$ cat src/rtl/alu_pkg.sv
// Shared opcode, FSM state and flag-index definitions for seq_alu.
// Latency and backpressure: none, this file holds declarations only.
package alu_pkg;

  localparam logic [2:0] OP_ADD  = 3'd0;
  localparam logic [2:0] OP_ADDC = 3'd1;
  localparam logic [2:0] OP_SUB  = 3'd2;
  localparam logic [2:0] OP_AND  = 3'd3;
  localparam logic [2:0] OP_OR   = 3'd4;
  localparam logic [2:0] OP_XOR  = 3'd5;
  localparam logic [2:0] OP_SHL  = 3'd6;
  localparam logic [2:0] OP_MUL  = 3'd7;

  typedef enum logic [1:0] {
    IDLE = 2'd0,
    EXEC = 2'd1,
    MUL  = 2'd2
  } state_t;

  localparam int FLG_C = 0;
  localparam int FLG_V = 1;
  localparam int FLG_N = 2;
  localparam int FLG_Z = 3;
  localparam int NFLG  = 4;

endpackage

$ cat src/rtl/alu_mul_iter.sv
// Radix-2 Booth signed multiplier, one iteration per cycle; fin pulses WIDTH cycles after load.
// No backpressure: a load restarts it, and the product holds until the next load.
module alu_mul_iter #(
  parameter int WIDTH = 16
) (
  input  logic                 clk,
  input  logic                 rst,
  input  logic                 load,
  input  logic [WIDTH-1:0]     A,
  input  logic [WIDTH-1:0]     B,
  output logic [2*WIDTH-1:0]   product,
  output logic                 fin
);

  localparam int CW = $clog2(WIDTH);
  localparam logic [CW-1:0] LAST = CW'(WIDTH - 1);

  // The accumulator has one extra bit, so subtracting the most negative multiplicand cannot wrap.
  logic [WIDTH:0]   acc;
  logic [WIDTH:0]   mcand;
  logic [WIDTH:0]   sum;
  logic [WIDTH-1:0] q;
  logic             q_1;
  logic             run;
  logic [CW-1:0]    cnt;

  always_comb begin
    sum = acc;
    case ({q[0], q_1})
      2'b01:   sum = acc + mcand;
      2'b10:   sum = acc - mcand;
      default: sum = acc;
    endcase
  end

  always_ff @(posedge clk) begin
    if (rst) begin
      acc   <= '0;
      mcand <= '0;
      q     <= '0;
      q_1   <= 1'b0;
      run   <= 1'b0;
      cnt   <= '0;
      fin   <= 1'b0;
    end else if (load) begin
      acc   <= '0;
      mcand <= {A[WIDTH-1], A};
      q     <= B;
      q_1   <= 1'b0;
      run   <= 1'b1;
      cnt   <= '0;
      fin   <= 1'b0;
    end else if (run) begin
      // Arithmetic right shift of {sum, q, q_1}
      acc <= {sum[WIDTH], sum[WIDTH:1]};
      q   <= {sum[0], q[WIDTH-1:1]};
      q_1 <= q[0];
      cnt <= cnt + CW'(1);
      if (cnt == LAST) begin
        run <= 1'b0;
        fin <= 1'b1;
      end else begin
        fin <= 1'b0;
      end
    end else begin
      fin <= 1'b0;
    end
  end

  assign product = {acc[WIDTH-1:0], q};

endmodule

$ cat src/rtl/seq_alu.sv
// Registered ALU with start/busy/done handshake; 1 cycle to done, WIDTH+1 cycles for MUL.
// No queueing: start is ignored while busy, and results hold until the next done.
module seq_alu
  import alu_pkg::*;
#(
  parameter int WIDTH = 16,
  parameter int SHW   = $clog2(WIDTH)
) (
  input  logic             clk,
  input  logic             rst,
  input  logic             start,
  input  logic [2:0]       opcode,
  input  logic [WIDTH-1:0] A,
  input  logic [WIDTH-1:0] B,
  input  logic             carry,
  output logic             busy,
  output logic             done,
  output logic [WIDTH-1:0] w,
  output logic             cout,
  output logic             ovf,
  output logic             neg,
  output logic             zer
);

  state_t             state;
  logic [2:0]         op_q;
  logic [WIDTH-1:0]   a_q;
  logic [WIDTH-1:0]   b_q;
  logic               c_q;
  logic [NFLG-1:0]    flg_q;

  logic [2*WIDTH-1:0] product;
  logic               mul_fin;
  logic               mul_load;

  logic [WIDTH-1:0]   opb;
  logic               cin;
  logic [WIDTH:0]     sum;
  logic [WIDTH:0]     shl;
  logic [WIDTH-1:0]   res;
  logic               res_c;
  logic               res_v;
  logic               commit;

  assign mul_load = (state == IDLE) && start && (opcode == OP_MUL);

  alu_mul_iter #(
    .WIDTH(WIDTH)
  ) u_mul (
    .clk    (clk),
    .rst    (rst),
    .load   (mul_load),
    .A      (A),
    .B      (B),
    .product(product),
    .fin    (mul_fin)
  );

  // ADD, ADDC and SUB share one adder; SUB feeds ~B with carry-in 1.
  assign opb = (op_q == OP_SUB) ? ~b_q : b_q;

  always_comb begin
    cin = 1'b0;
    if (op_q == OP_ADDC) begin
      cin = c_q;
    end else if (op_q == OP_SUB) begin
      cin = 1'b1;
    end
  end

  assign sum = {1'b0, a_q} + {1'b0, opb} + {{WIDTH{1'b0}}, cin};
  // The bit landing in position WIDTH is the last one shifted out.
  assign shl = {1'b0, a_q} << b_q[SHW-1:0];

  always_comb begin
    res   = '0;
    res_c = 1'b0;
    res_v = 1'b0;
    case (op_q)
      OP_ADD, OP_ADDC, OP_SUB: begin
        res   = sum[WIDTH-1:0];
        res_c = sum[WIDTH];
        res_v = (a_q[WIDTH-1] == opb[WIDTH-1]) && (sum[WIDTH-1] != a_q[WIDTH-1]);
      end
      OP_AND: res = a_q & b_q;
      OP_OR:  res = a_q | b_q;
      OP_XOR: res = a_q ^ b_q;
      OP_SHL: begin
        res   = shl[WIDTH-1:0];
        res_c = shl[WIDTH];
      end
      OP_MUL: begin
        res   = product[WIDTH-1:0];
        res_v = product[2*WIDTH-1:WIDTH] != {WIDTH{product[WIDTH-1]}};
      end
    endcase
  end

  assign commit = (state == EXEC) || ((state == MUL) && mul_fin);

  always_ff @(posedge clk) begin
    if (rst) begin
      state <= IDLE;
      op_q  <= '0;
      a_q   <= '0;
      b_q   <= '0;
      c_q   <= 1'b0;
      busy  <= 1'b0;
      done  <= 1'b0;
      w     <= '0;
      flg_q <= '0;
    end else begin
      done <= 1'b0;
      if (commit) begin
        w            <= res;
        flg_q[FLG_C] <= res_c;
        flg_q[FLG_V] <= res_v;
        flg_q[FLG_N] <= res[WIDTH-1];
        flg_q[FLG_Z] <= (res == '0);
        done         <= 1'b1;
        busy         <= 1'b0;
      end
      case (state)
        IDLE: begin
          if (start) begin
            op_q  <= opcode;
            a_q   <= A;
            b_q   <= B;
            c_q   <= carry;
            busy  <= 1'b1;
            state <= (opcode == OP_MUL) ? MUL : EXEC;
          end
        end
        EXEC:    state <= IDLE;
        MUL:     if (mul_fin) state <= IDLE;
        default: state <= IDLE;
      endcase
    end
  end

  assign cout = flg_q[FLG_C];
  assign ovf  = flg_q[FLG_V];
  assign neg  = flg_q[FLG_N];
  assign zer  = flg_q[FLG_Z];

endmodule
$ cat config.mk
export PLATFORM = sky130hd
export DESIGN_NAME = seq_alu
export DESIGN_NICKNAME = d
export VERILOG_FILES = /design/src/rtl/alu_pkg.sv /design/src/rtl/alu_mul_iter.sv /design/src/rtl/seq_alu.sv
export SDC_FILE = /design/constraint.sdc
export NUM_CORES = 1
export LEC_CHECK = 0
export CAP_MARGIN = 40
export CORE_MARGIN = 2
export CORE_UTILIZATION = 55
export DETAILED_ROUTE_END_ITERATION = 16
export MAX_ROUTING_LAYER = met4
export PLACE_DENSITY = 0.75
export SYNTH_ARGS = -nofsm -noshare
export SYNTH_HDL_FRONTEND = slang
export SYNTH_HIERARCHICAL = 1
export SYNTH_SLANG_ARGS = --single-unit
$ cat constraint.sdc
create_clock -name clk -period 9.2 [get_ports clk]
set_clock_uncertainty 0.15 [all_clocks]
set_input_delay 1.84 -clock clk [delete_from_list [all_inputs] [get_ports clk]]
set_output_delay 1.84 -clock clk [all_outputs]
set_load 0.02 [all_outputs]
### Word level (Yosys, flattened, before mapping)

Index checks and enable logic that the tools add are counted.

* $add $sub $neg: 5
* equality and inequality tests: 18
* shift operators: 1
* multiplexer cells: 21
* bitwise gates (word level): 5
* reduce and logical (&&, ||, !) cells: 14

Operators by type and width (number)
* $pmux W16 S6: 1
* $mux W16: 3
* $add A16 B16 Y17: 2
* $pmux W17 S2: 1
* $add A17 B1 Y17: 1
* $shl A16 B4 Y17: 1
* $sub A16 B16 Y17: 1
* $and A16 B16 Y16: 1
* $logic_not A16 Y1: 1
* $ne A16 B16 Y1: 1
* $not A16 Y16: 1
* $or A16 B16 Y16: 1
* $xor A16 B16 Y16: 1
* $eq A3 B3 Y1 const B: 5
* $mux W1: 10
* $eq A3 B2 Y1 const B: 2
* $mux W2: 3
* $reduce_or A3 Y1: 2
* $add A4 B1 Y4 const B: 1
* $eq A2 B1 Y1 const B: 2
* $eq A2 B2 Y1 const B: 2
* $eq A4 B4 Y1 const B: 1
* $logic_and A1 B1 Y1: 4
* $pmux W1 S2: 2
* 13 further kinds: 14

* register bits after elaboration: 115
* input port bits: 39
* output and inout port bits: 22

### Depth between registers and ports, before layout

Gate-level depths: netlist (run 1).

* word-level depth: 7
* depth in mapped cells: 17

### Modules after synthesis

The synthesis (run 1) kept the hierarchy.

By module, submodules not included
* seq_alu: times used 1, cells each 670, area each 5132.4 sq um, sequential area each 1181.1 sq um
* alu_mul_iter: times used 1, cells each 429, area each 3507.1 sq um, sequential area each 1101.1 sq um

### Worst setup path before layout (run 1)

Ideal clock, no wire load.

* path type: reg2reg
* from: register op_q[2]
* to: register flg_q[0]
* setup time: 0.117 ns
* arrival time: 3.891 ns
* slack: 5.042 ns
* cell stages (with the launch flop): 18
* clock period less this slack: 4.158 ns
* path through: dfxtp_1 buf_2 clkbuf_1 buf_2 nor2_1 buf_2 xnor2_1 fa_1 inv_1 fa_1 a211oi_2 o21ai_1 a221oi_1 o21bai_1 a21o_1 a21oi_1 o211ai_1 a22o_1

* cells in the longest elaborated chain, start to end: 5
* elaborated cells on any way between the ends: 11
* classes of those cells: 2 x add/sub; 3 x eq/ne; 4 x mux; 2 x reduce/logical

RTL lines
* start: declaration: line seq_alu.sv:26 `logic [2:0] op_q;`
* start signal: assignment: line seq_alu.sv:126 `op_q <= opcode;`
* $eq A3 B2 Y1: line seq_alu.sv:60, seq_alu.sv:66, seq_alu.sv:79
* $mux W16 / $mux W1 (equally long branches): line seq_alu.sv:60, seq_alu.sv:66
* $add A16 B16 Y17 / $mux W1 (equally long branches): line seq_alu.sv:71, seq_alu.sv:64
* $add A17 B1 Y17: line seq_alu.sv:71 `assign sum = {1'b0, a_q} + {1'b0, opb} + {{WIDTH{1'b0}}, cin};`
* $pmux W1 S2 *: line seq_alu.sv:79 `case (op_q)`
* end signal: indexed assignment: line seq_alu.sv:116 `flg_q[FLG_C] <= res_c;`
* end signal: indexed assignment: line seq_alu.sv:117 `flg_q[FLG_V] <= res_v;`
* end signal: indexed assignment: line seq_alu.sv:118 `flg_q[FLG_N] <= res[WIDTH-1];`
* end: declaration: line seq_alu.sv:30 `logic [NFLG-1:0] flg_q;`

Mark *: on every way between the ends. The rest lies on a longest branch, timed or not.
A chain may end at the register's enable or synchronous reset.

### Worst setup path in the final report (run 1)

* from: input start
* to: register, netlist name u_mul/acc[15]

* cells in the longest elaborated chain, start to end: 3

RTL lines
* start: declaration: line seq_alu.sv:11 `input logic start,`
* $logic_and A1 B1 Y1 (2 in a row): line seq_alu.sv:45 `assign mul_load = (state == IDLE) && start && (opcode == OP_MUL);`
* named net mul_load: line seq_alu.sv:34 `logic mul_load;`
* $reduce_or A2 Y1 (no line)

The timed path passes the listed nets, and every way through them passes these cells.

==> results of run 1 <==
stage by stage:
stage / instance area, um2 / hold slack, ns
after floorplan: 8640 / 0.2866
after global placement: 9301 / 0.2875
after detailed placement: 9329 / 0.3012
after CTS: 9932 / 0.3087
after global routing: 9932 / 0.3210
final: 9932 / 0.3034
worst max-delay path, stage by stage:
cell	delay [ns]
clkdlybuf4s50_1	0.46
nand2_1	0.05
buf_4	0.25
nor2_4	0.14
buf_4	0.51
nor2_1	0.39
and2_1	0.30
and4_1	0.21
o21ai_1	0.07
o311ai_1	0.11
or4b_1	0.53
report_power, final:
group / total [W] / leakage (nW) / switching [W] / internal, W
clock network: 0.000674 / 0.281 / 0.000243 / 0.000432
logic: 0.000435 / 2.52 / 0.000254 / 0.000181
registers: 0.000547 / 0.929 / 0.0000305 / 0.000516
cell usage after synthesis (7+ instances only):
library cell  instances
dfxtp_1             114
nand3_1              11
o21ai_0              26
nand2b_1              8
or3_1                11
nor2_1              130
nand4_1              12
xnor2_1              41
ha_1                 67
a21o_1                7
nor4_1               11
inv_1                55
a211oi_1             22
nand2_1             133
o21ai_1              13
nor3_1               14
clkbuf_1             41
o211ai_1             12
o22ai_1              14
mux2i_1              70
buf_2                10
a31oi_1              10
a21oi_1             111
mux2_1                9
metal layers:
metal / global-route usage, % / routed length (um)
met2: 47.40 / 11150
met1: 42.94 / 11400
met3: 6.647 / 1803
met4: 12.92 / 765
met5: - / 0
state kept, by name, summed over array words and instances (netlist names), 4 cells and up:
signal and cells:
a_q 16, b_q 16, flg_q 4, u_mul/acc 16, u_mul/cnt 4, u_mul/mcand 16
u_mul/q 16, w 15
cell type report:
class	count	area, um2	share of cell area, %
Clock inverter	13	160.2	1.613
Inverter	60	227.7	2.293
Multi-Input combinational cell	859	5833	58.73
Tap cell	211	264.0	2.658
Clock buffer	19	442.9	4.460
Sequential cell	114	2283	22.99
Timing Repair Buffer	74	720.7	7.256
path summary, 6_finish.rpt:
path / start / endpoint / slack (ns) / cells past startpoint
max reg2reg: u_mul/mcand[3] / u_mul/acc[15] / 5.08 / 11
min: w[11] / w[11] / 0.30 / 2
min reg2reg: w[11] / w[11] / 0.30 / 2
max: start / u_mul/acc[15] / 4.48 / 11
cell families (layout without fill, tap and decap cells):
logic type | Yosys count | in the layout | share of synthesized area (%)
DFF | 114 | 114 | 26.42
adders and majority gates | 70 | 70 | 10.40
buffers and inverters | 126 | 166 | 6.155
muxes | 87 | 87 | 11.33
and+or+nand+nor | 378 | 378 | 20.35
AOI/OAI and AO/OA | 277 | 277 | 20.59
xor gates and xnor gates | 47 | 47 | 4.765
==> impl_metrics.yaml, run 1 <==
run_status:
  status: "completed"
clock_tree:
  cts_tree: "yes"
  cts_setup_buffers: 0
  cts_resized: 0
  htreeDepth: 4
  clockBufferDepth: 2
  clockRootBuffer: "clkbuf_16"
  hold_buffers: 0
  cts.sinks: 114
  clkTransAtPathRegs_ns: 0.06
  clk_latency_ns: 0.42
  numCtsBuffers: 17
global_routing:
  grt_max_degree: 74
  antenna_found_initial: 0
  grt_use_total_pct: 32.10
  grt_pass1_wl_um: 40800
  first_global_vias: 7804
  grt_remaining_overflow: 0
worst_hold_path:
  worst_hold_path_type: "register to register"
synthesis:
  synth_area_leader_cell: "dfxtp_1"
  yosys_warnings: 6
  mappedNetlistArea_um2: 8640
  synth-edff-count: 0
  syn-instance-count: 1099
  synthFlopType: "dfxtp_1"
  netlist_top_cells_area: "dfxtp_1 26%, ha_1 9.7%, mux2i_1 8.1%"
  syn_area_per_cell_um2: 7.861
  yosysTopAreaCellShare_pct: 26.42
  ys_ff_latch: 114
  async_reset_ff_share_pct: 0
  synth_seq_area_share_pct: 26.42
  ys_types: 87
  synth_nets: 1208
floorplanning:
  dieArea_um2: 16730
  coreArea_um2: 15260
  die_height_um: 129.3
  io_pins: 61
  start_util_pct: 56.62
  rows: 45
  die_w_um: 129.3
placement:
  gp_congestion: 1.007
  place_ws_ns: 4.079
  portBuffers: 60
  place_inst: 1318
  dpl.hpwl_um: 18700
worst_setup_path:
  arrival_ns: 4.87
  critPathKind: "primary input to register"
  cp_data_required_time_ns: 9.34
  cp_max_fo: 52
  startpoint_type: "primary input"
  crit_path_end_kind: "register"
cells_and_area:
  antenna_cells: 0
  syn_to_final_growth_pct: 14.96
  layout_commonest_cell: "nand2_1"
  fin_cells: 1350
  drive_above_1_share_pct: 6.409
  final_util_pct: 65.09
  layout_common_cells: "133 x nand2_1, 129 x nor2_1, 113 x dfxtp_1"
  nFillCells: 1362
  nets: 1235
timing:
  drv_slew: 0
  fin_setup_tns_ns: 0
  rsz0062_at_grt: "no"
  post-route-period-util_pct: 51.33
  hold_violations: 0
  slew_headroom_pct: 41.95
  timing.fmax_mhz: 211.7
  worst_slack_ns: 4.477
  setup_viol: 0
  worstMarginPinSlew_ns: 0.8628
  finalWorstPathRequiredPeriod_ns: 4.723
drt:
  drt_iter0_drc: 752
  antenna_left: 0
  vias_per_cell: 6.178
  avgRoutedWirePerCell_um: 18.60
  vias: 8340
  drc_errors: 0
  totalWireLength_um: 25110
  dr.pass1.iters: 6
power:
  p_per_area_nw_per_um2: 166.7
  irDropWorstVdd_mv: 0.1265
  power_w: 0.001656
  p_leak_nw: 3.733
job:
  cap_violations: 0
(Power assumes the default switching activity.)
==> inputs of run 2 (changes only) <==
==> constraint.sdc (replaced) <==
create_clock -name clk -period 4.5 [get_ports clk]
set_clock_uncertainty 0.15 [all_clocks]
set_input_delay 0.9 -clock clk [delete_from_list [all_inputs] [get_ports clk]]
set_output_delay 0.9 -clock clk [all_outputs]
set_load 0.02 [all_outputs]
==> run 2 against run 1 <==
Largest cell class unchanged. Non-clock buffer count rose by 4. Core utilization rose by 0.22 points. Hold slack got worse by 0.0053 ns. Count of clock-buffer cells in the layout rose by 1. Critical path depth did not move. Sequential power rose by 100%. Combinational power rose by 100%. Setup slack got worse by 3.8 ns. Flip-flop and latch count did not move. Total power rose by 110%. Die area did not move. Wire length rose by 4.3%.
==> impl_metrics.yaml, run 2 (synthesized netlist as in run 1, its figures left out) <==
run_status:
  status: "completed"
worst_setup_path:
  startpoint_type: "register"
  rrSetupSlack_ns: 0.66
  rr_worst_depth: 11
  cp_cell_sequence: "or3_1 -> nor4_1 -> a21oi_1 -> xnor2_1 -> ha_1 -> a2111oi_2 -> o21a_1 -> o31a_1 -> nor2_1 -> a32oi_1 -> or4b_1"
  critPathKind: "register to register"
  crit_start: "u_mul/mcand[3]"
  crit_path_end_kind: "register"
  arrival_ns: 3.99
  reg2reg_from: "u_mul/mcand[3]"
  endpoint: "u_mul/acc[15]"
  cp_data_required_time_ns: 4.65
  reg2reg_to: "u_mul/acc[15]"
  cp_max_fo: 8
  slowest_stage: "nor4_1"
  slowest_delay_ns: 0.59
clock_tree:
  clockBufferDepth: 2
  hold_buffers: 0
  clk_latency_ns: 0.43
  htreeDepth: 4
  numCtsBuffers: 17
  cts_tree: "yes"
  cts.sinks: 114
  clkTransAtPathRegs_ns: 0.06
  cts_setup_buffers: 0
  cts_resized: 0
  clockRootBuffer: "clkbuf_16"
cells_and_area:
  nets: 1239
  layout_commonest_cell: "nand2_1"
  fin_cells: 1352
  layout_common_cells: "133 x nand2_1, 129 x nor2_1, 113 x dfxtp_1"
  nFillCells: 1356
  antenna_cells: 0
  final_area_um2: 9966
  syn_to_final_growth_pct: 15.35
  drive_above_1_share_pct: 6.486
global_routing:
  antenna_found_initial: 0
  grt_max_degree: 67
  grt_use_total_pct: 33.17
  grt_remaining_overflow: 0
  grt_pass1_wl_um: 41630
  first_global_vias: 7566
floorplanning:
  die_w_um: 129.3
  dieArea_um2: 16730
  coreArea_um2: 15260
  die_height_um: 129.3
  rows: 45
  start_util_pct: 56.62
  io_pins: 61
placement:
  place_ws_ns: 0.6990
  place_inst: 1322
  gp_congestion: 1.010
  placed_area_um2: 9359
  dpl.hpwl_um: 19460
  portBuffers: 60
worst_hold_path:
  worst_hold_path_type: "register to register"
drt:
  totalWireLength_um: 26200
  antenna_left: 0
  drc_errors: 0
  vias_per_cell: 6.109
  highest_layer: "met4"
  dr.pass1.iters: 8
  avgRoutedWirePerCell_um: 19.38
  drt-met1-wl_um: 12080
  drt_iter0_drc: 776
  met3WireLength_um: 2204
  wl_met2_um: 11460
  vias: 8259
timing:
  rsz0062_at_grt: "no"
  post-route-period-util_pct: 85.26
  slew_headroom_pct: 42.93
  worst_slack_ns: 0.6635
  timing.fmax_mhz: 260.7
  finalWorstPathRequiredPeriod_ns: 3.837
  whs_ns: 0.2981
  fin_setup_tns_ns: 0
  worstMarginPinSlew_ns: 0.8482
  setup_viol: 0
  hold_violations: 0
  drv_slew: 0
power:
  p_switching_w: 0.001063
  internal-power_w: 0.002358
  p_leak_nw: 3.768
  pwr-share-seq_pct: 32.6
  irDropWorstVdd_mv: 0.3124
  p_per_area_nw_per_um2: 343.3
  clock_power_share_pct: 41.4
  combPwrFrac_pct: 26.0
  swShare_pct: 31.07
job:
  cap_violations: 0
-- run 2: changes by cell type in the layout (fill, tap and decap cells not counted) --
cell        change
inv_6           -1
clkinvlp_4      -4
bufinv_16       +1
clkbuf_1        +1
clkinv_4        +1
buf_4           +4
-- run 2: metal layers --
metal | global-route usage, % | vias to the layer above
met5 | - | -
met4 | 9.143 | 0
met3 | 7.432 | 41
met2 | 48.05 | 346
met1 | 46.44 | 3883
li1 | - | 3989
-- run 2: power groups by stage --
stage	combinational, W	sequential, W	clock, W
after global routing	0.000974	0.00112	0.00147
final	0.000890	0.00112	0.00142
after detailed placement	0.000870	0.00113	0
after global placement	0.000868	0.00113	0
after CTS	0.000879	0.00111	0.00143
after floorplan	0.000629	0.00113	0
-- run 2: how the worst min path moves through the flow --
stage	start	end	slack [ns]	cells after the start
5_1_grt	w[5]	w[5]	0.33	2
4_1_cts	w[5]	w[5]	0.30	2
3_5_place_dp	w[5]	w[5]	0.29	2
6_report	w[5]	w[5]	0.30	2
2_1_floorplan	c_q	c_q	0.29	2
3_3_place_gp	w[11]	w[11]	0.29	2
-- run 2: critical path, delay by kind of cell, from the launching register on --
kind / cells / cell delay, ns
simple gates: 4 / 1.53
compound gates: 5 / 1.11
fa+ha+maj: 1 / 0.39
flops: 1 / 0.35
xor+xnor: 1 / 0.16
-- run 2: through the flow --
step	total power (W)	util, %
final	0.003421	65.31
after global routing	0.003565	65.31
after CTS	0.003423	65.31
after detailed placement	0.002004	61.34
after global placement	0.002001	61.16
after floorplan	0.001755	-
-- run 2: cell type report --
type	count	area, um2	share of cell area, %
Timing Repair Buffer	78	750.7	7.533
Clock buffer	20	446.7	4.482
Sequential cell	114	2283	22.91
Multi-Input combinational cell	859	5833	58.53
Inverter	60	227.7	2.285
Clock inverter	10	160.2	1.607
Tap cell	211	264.0	2.649
==> inputs of run 3 (changes only) <==
--- a/config.mk
+++ b/config.mk
@@ -6,11 +6,12 @@
 export NUM_CORES = 1
 export LEC_CHECK = 0
 export CAP_MARGIN = 40
-export CORE_MARGIN = 2
+export CORE_MARGIN = 8
 export CORE_UTILIZATION = 55
 export DETAILED_ROUTE_END_ITERATION = 16
+export DONT_BUFFER_PORTS = 1
 export MAX_ROUTING_LAYER = met4
-export PLACE_DENSITY = 0.75
+export PLACE_DENSITY = 0.7
 export SYNTH_ARGS = -nofsm -noshare
 export SYNTH_HDL_FRONTEND = slang
 export SYNTH_HIERARCHICAL = 1
==> run 3 against run 2 <==
Critical path type unchanged. Cell count decreased by 3.8%. Global-route usage decreased by 6.7 points. Flip-flop and latch count unchanged.
==> impl_metrics.yaml, run 3 (synthesized netlist as in run 1, its figures left out) <==
worst_setup_path:
  critPathKind: "register to register"
  slowest_delay_ns: 0.57
  arrival_ns: 4.04
  reg2reg_from: "op_q[0]"
  reg2reg_to: "flg_q[3]"
  cp.buffers_inverters: 1
  crit_path_end_kind: "register"
  slowest_stage: "dfxtp_1"
  rrSetupSlack_ns: 0.66
  rr_worst_depth: 14
  cp_cell_sequence: "nand2b_1 -> nor2_1 -> xnor2_1 -> fa_1 -> inv_1 -> fa_1 -> a211oi_2 -> o21bai_1 -> a21oi_1 -> xnor2_1 -> a221oi_1 -> nor4b_1 -> nand4_1 -> o21ai_1"
  startpoint_type: "register"
  cp_data_required_time_ns: 4.70
  cp_max_fo: 14
  crit_family: "compound AO/OA/AOI/OAI gates"
floorplanning:
  start_util_pct: 55.39
  dieArea_um2: 19970
  die_height_um: 141.3
  io_pins: 61
  die_w_um: 141.3
  coreArea_um2: 15600
  rows: 46
job:
  cap_violations: 0
cells_and_area:
  syn_to_final_growth_pct: 8.660
  antenna_cells: 0
  layout_common_cells: "133 x nand2_1, 129 x nor2_1, 113 x dfxtp_1"
  drive_above_1_share_pct: 7.281
  nets: 1182
  layout_commonest_cell: "nand2_1"
  final_area_um2: 9388
  nFillCells: 1418
timing:
  timing.fmax_mhz: 260.4
  slew_headroom_pct: 41.85
  rsz0062_at_grt: "no"
  drv_slew: 0
  fin_setup_tns_ns: 0
  finalWorstPathRequiredPeriod_ns: 3.840
  post-route-period-util_pct: 85.33
  worstMarginPinSlew_ns: 0.8642
  setup_viol: 0
  hold_violations: 0
  whs_ns: 0.3160
clock_tree:
  clockBufferDepth: 2
  numCtsBuffers: 17
  cts_setup_buffers: 0
  htreeDepth: 4
  hold_buffers: 0
  cts_resized: 0
  cts_tree: "yes"
  clockRootBuffer: "clkbuf_16"
  clk_latency_ns: 0.42
  cts.sinks: 114
  clkTransAtPathRegs_ns: 0.06
power:
  p_per_area_nw_per_um2: 352.1
  p_leak_nw: 3.557
  power_w: 0.003306
  irDropWorstVdd_mv: 0.2549
drt:
  antenna_left: 0
  avgRoutedWirePerCell_um: 19.70
  totalWireLength_um: 25630
  drc_errors: 0
  vias_per_cell: 6.138
  vias: 7986
  drt_iter0_drc: 666
  dr.pass1.iters: 7
global_routing:
  first_global_vias: 7418
  grt_pass1_wl_um: 40610
  grt_max_degree: 96
  grt_use_total_pct: 26.42
  grt_remaining_overflow: 0
  antenna_found_initial: 0
worst_hold_path:
  worst_hold_path_type: "register to register"
  min_to: "b_q[12]"
  hp-start: "b_q[12]"
  hold_path_depth: 2
placement:
  dpl.hpwl_um: 19580
  placed_area_um2: 8780
  gp_congestion: 1.054
  portBuffers: 0
run_status:
  status: "completed"
==> run 3: tightest hold or removal path, stage by stage, from the launching register on <==
cell and delay (ns):
dfxtp_1 0.32, nand2_1 0.05, a21oi_1 0.05
==> run 3: metrics by stage <==
stage | std cells | utilization [%] | setup WS, ns
2_1_floorplan | 1099 | - | 0.3424
5_1_grt | 1301 | 60.19 | 0.3096
6_report | 1301 | 60.19 | 0.6600
3_3_place_gp | 1269 | 56.19 | 0.8941
4_1_cts | 1301 | 60.19 | 0.7529
3_5_place_dp | 1270 | 56.29 | 0.8105
==> run 3: metal layers <==
layer	part of all wire, %	vias to the layer above	track usage (%)
li1	-	3889	-
met1	42	3745	31.23
met2	48	292	42.59
met3	7.4	60	6.317
met4	3.1	0	10.92
met5	0	-	-
==> run 3: area by class of cell <==
cell class	count	area, um2	share of cell area [%]
Timing Repair Buffer	21	165.2	1.759
Sequential cell	114	2283	24.32
Clock buffer	23	508.0	5.411
Tap cell	216	270.3	2.879
Inverter	60	227.7	2.426
Multi-Input combinational cell	859	5833	62.14
Clock inverter	8	100.1	1.066
==> run 3: power by group <==
part	internal, W	switching, W
clock	0.000898	0.000488
combinational	0.000323	0.000463
sequential	0.00106	0.0000789
==> run 3: how the worst max path moves through the flow <==
stage	startpoint	endpoint	slack [ns]	cells after the start
final	op_q[0]	flg_q[3]	0.66	14
after global routing	op_q[0]	flg_q[3]	0.31	14
after CTS	op_q[0]	flg_q[0]	0.75	14
after detailed placement	op_q[0]	flg_q[3]	0.81	14
after global placement	op_q[0]	flg_q[3]	0.89	13
after floorplan	op_q[2]	flg_q[0]	0.34	17
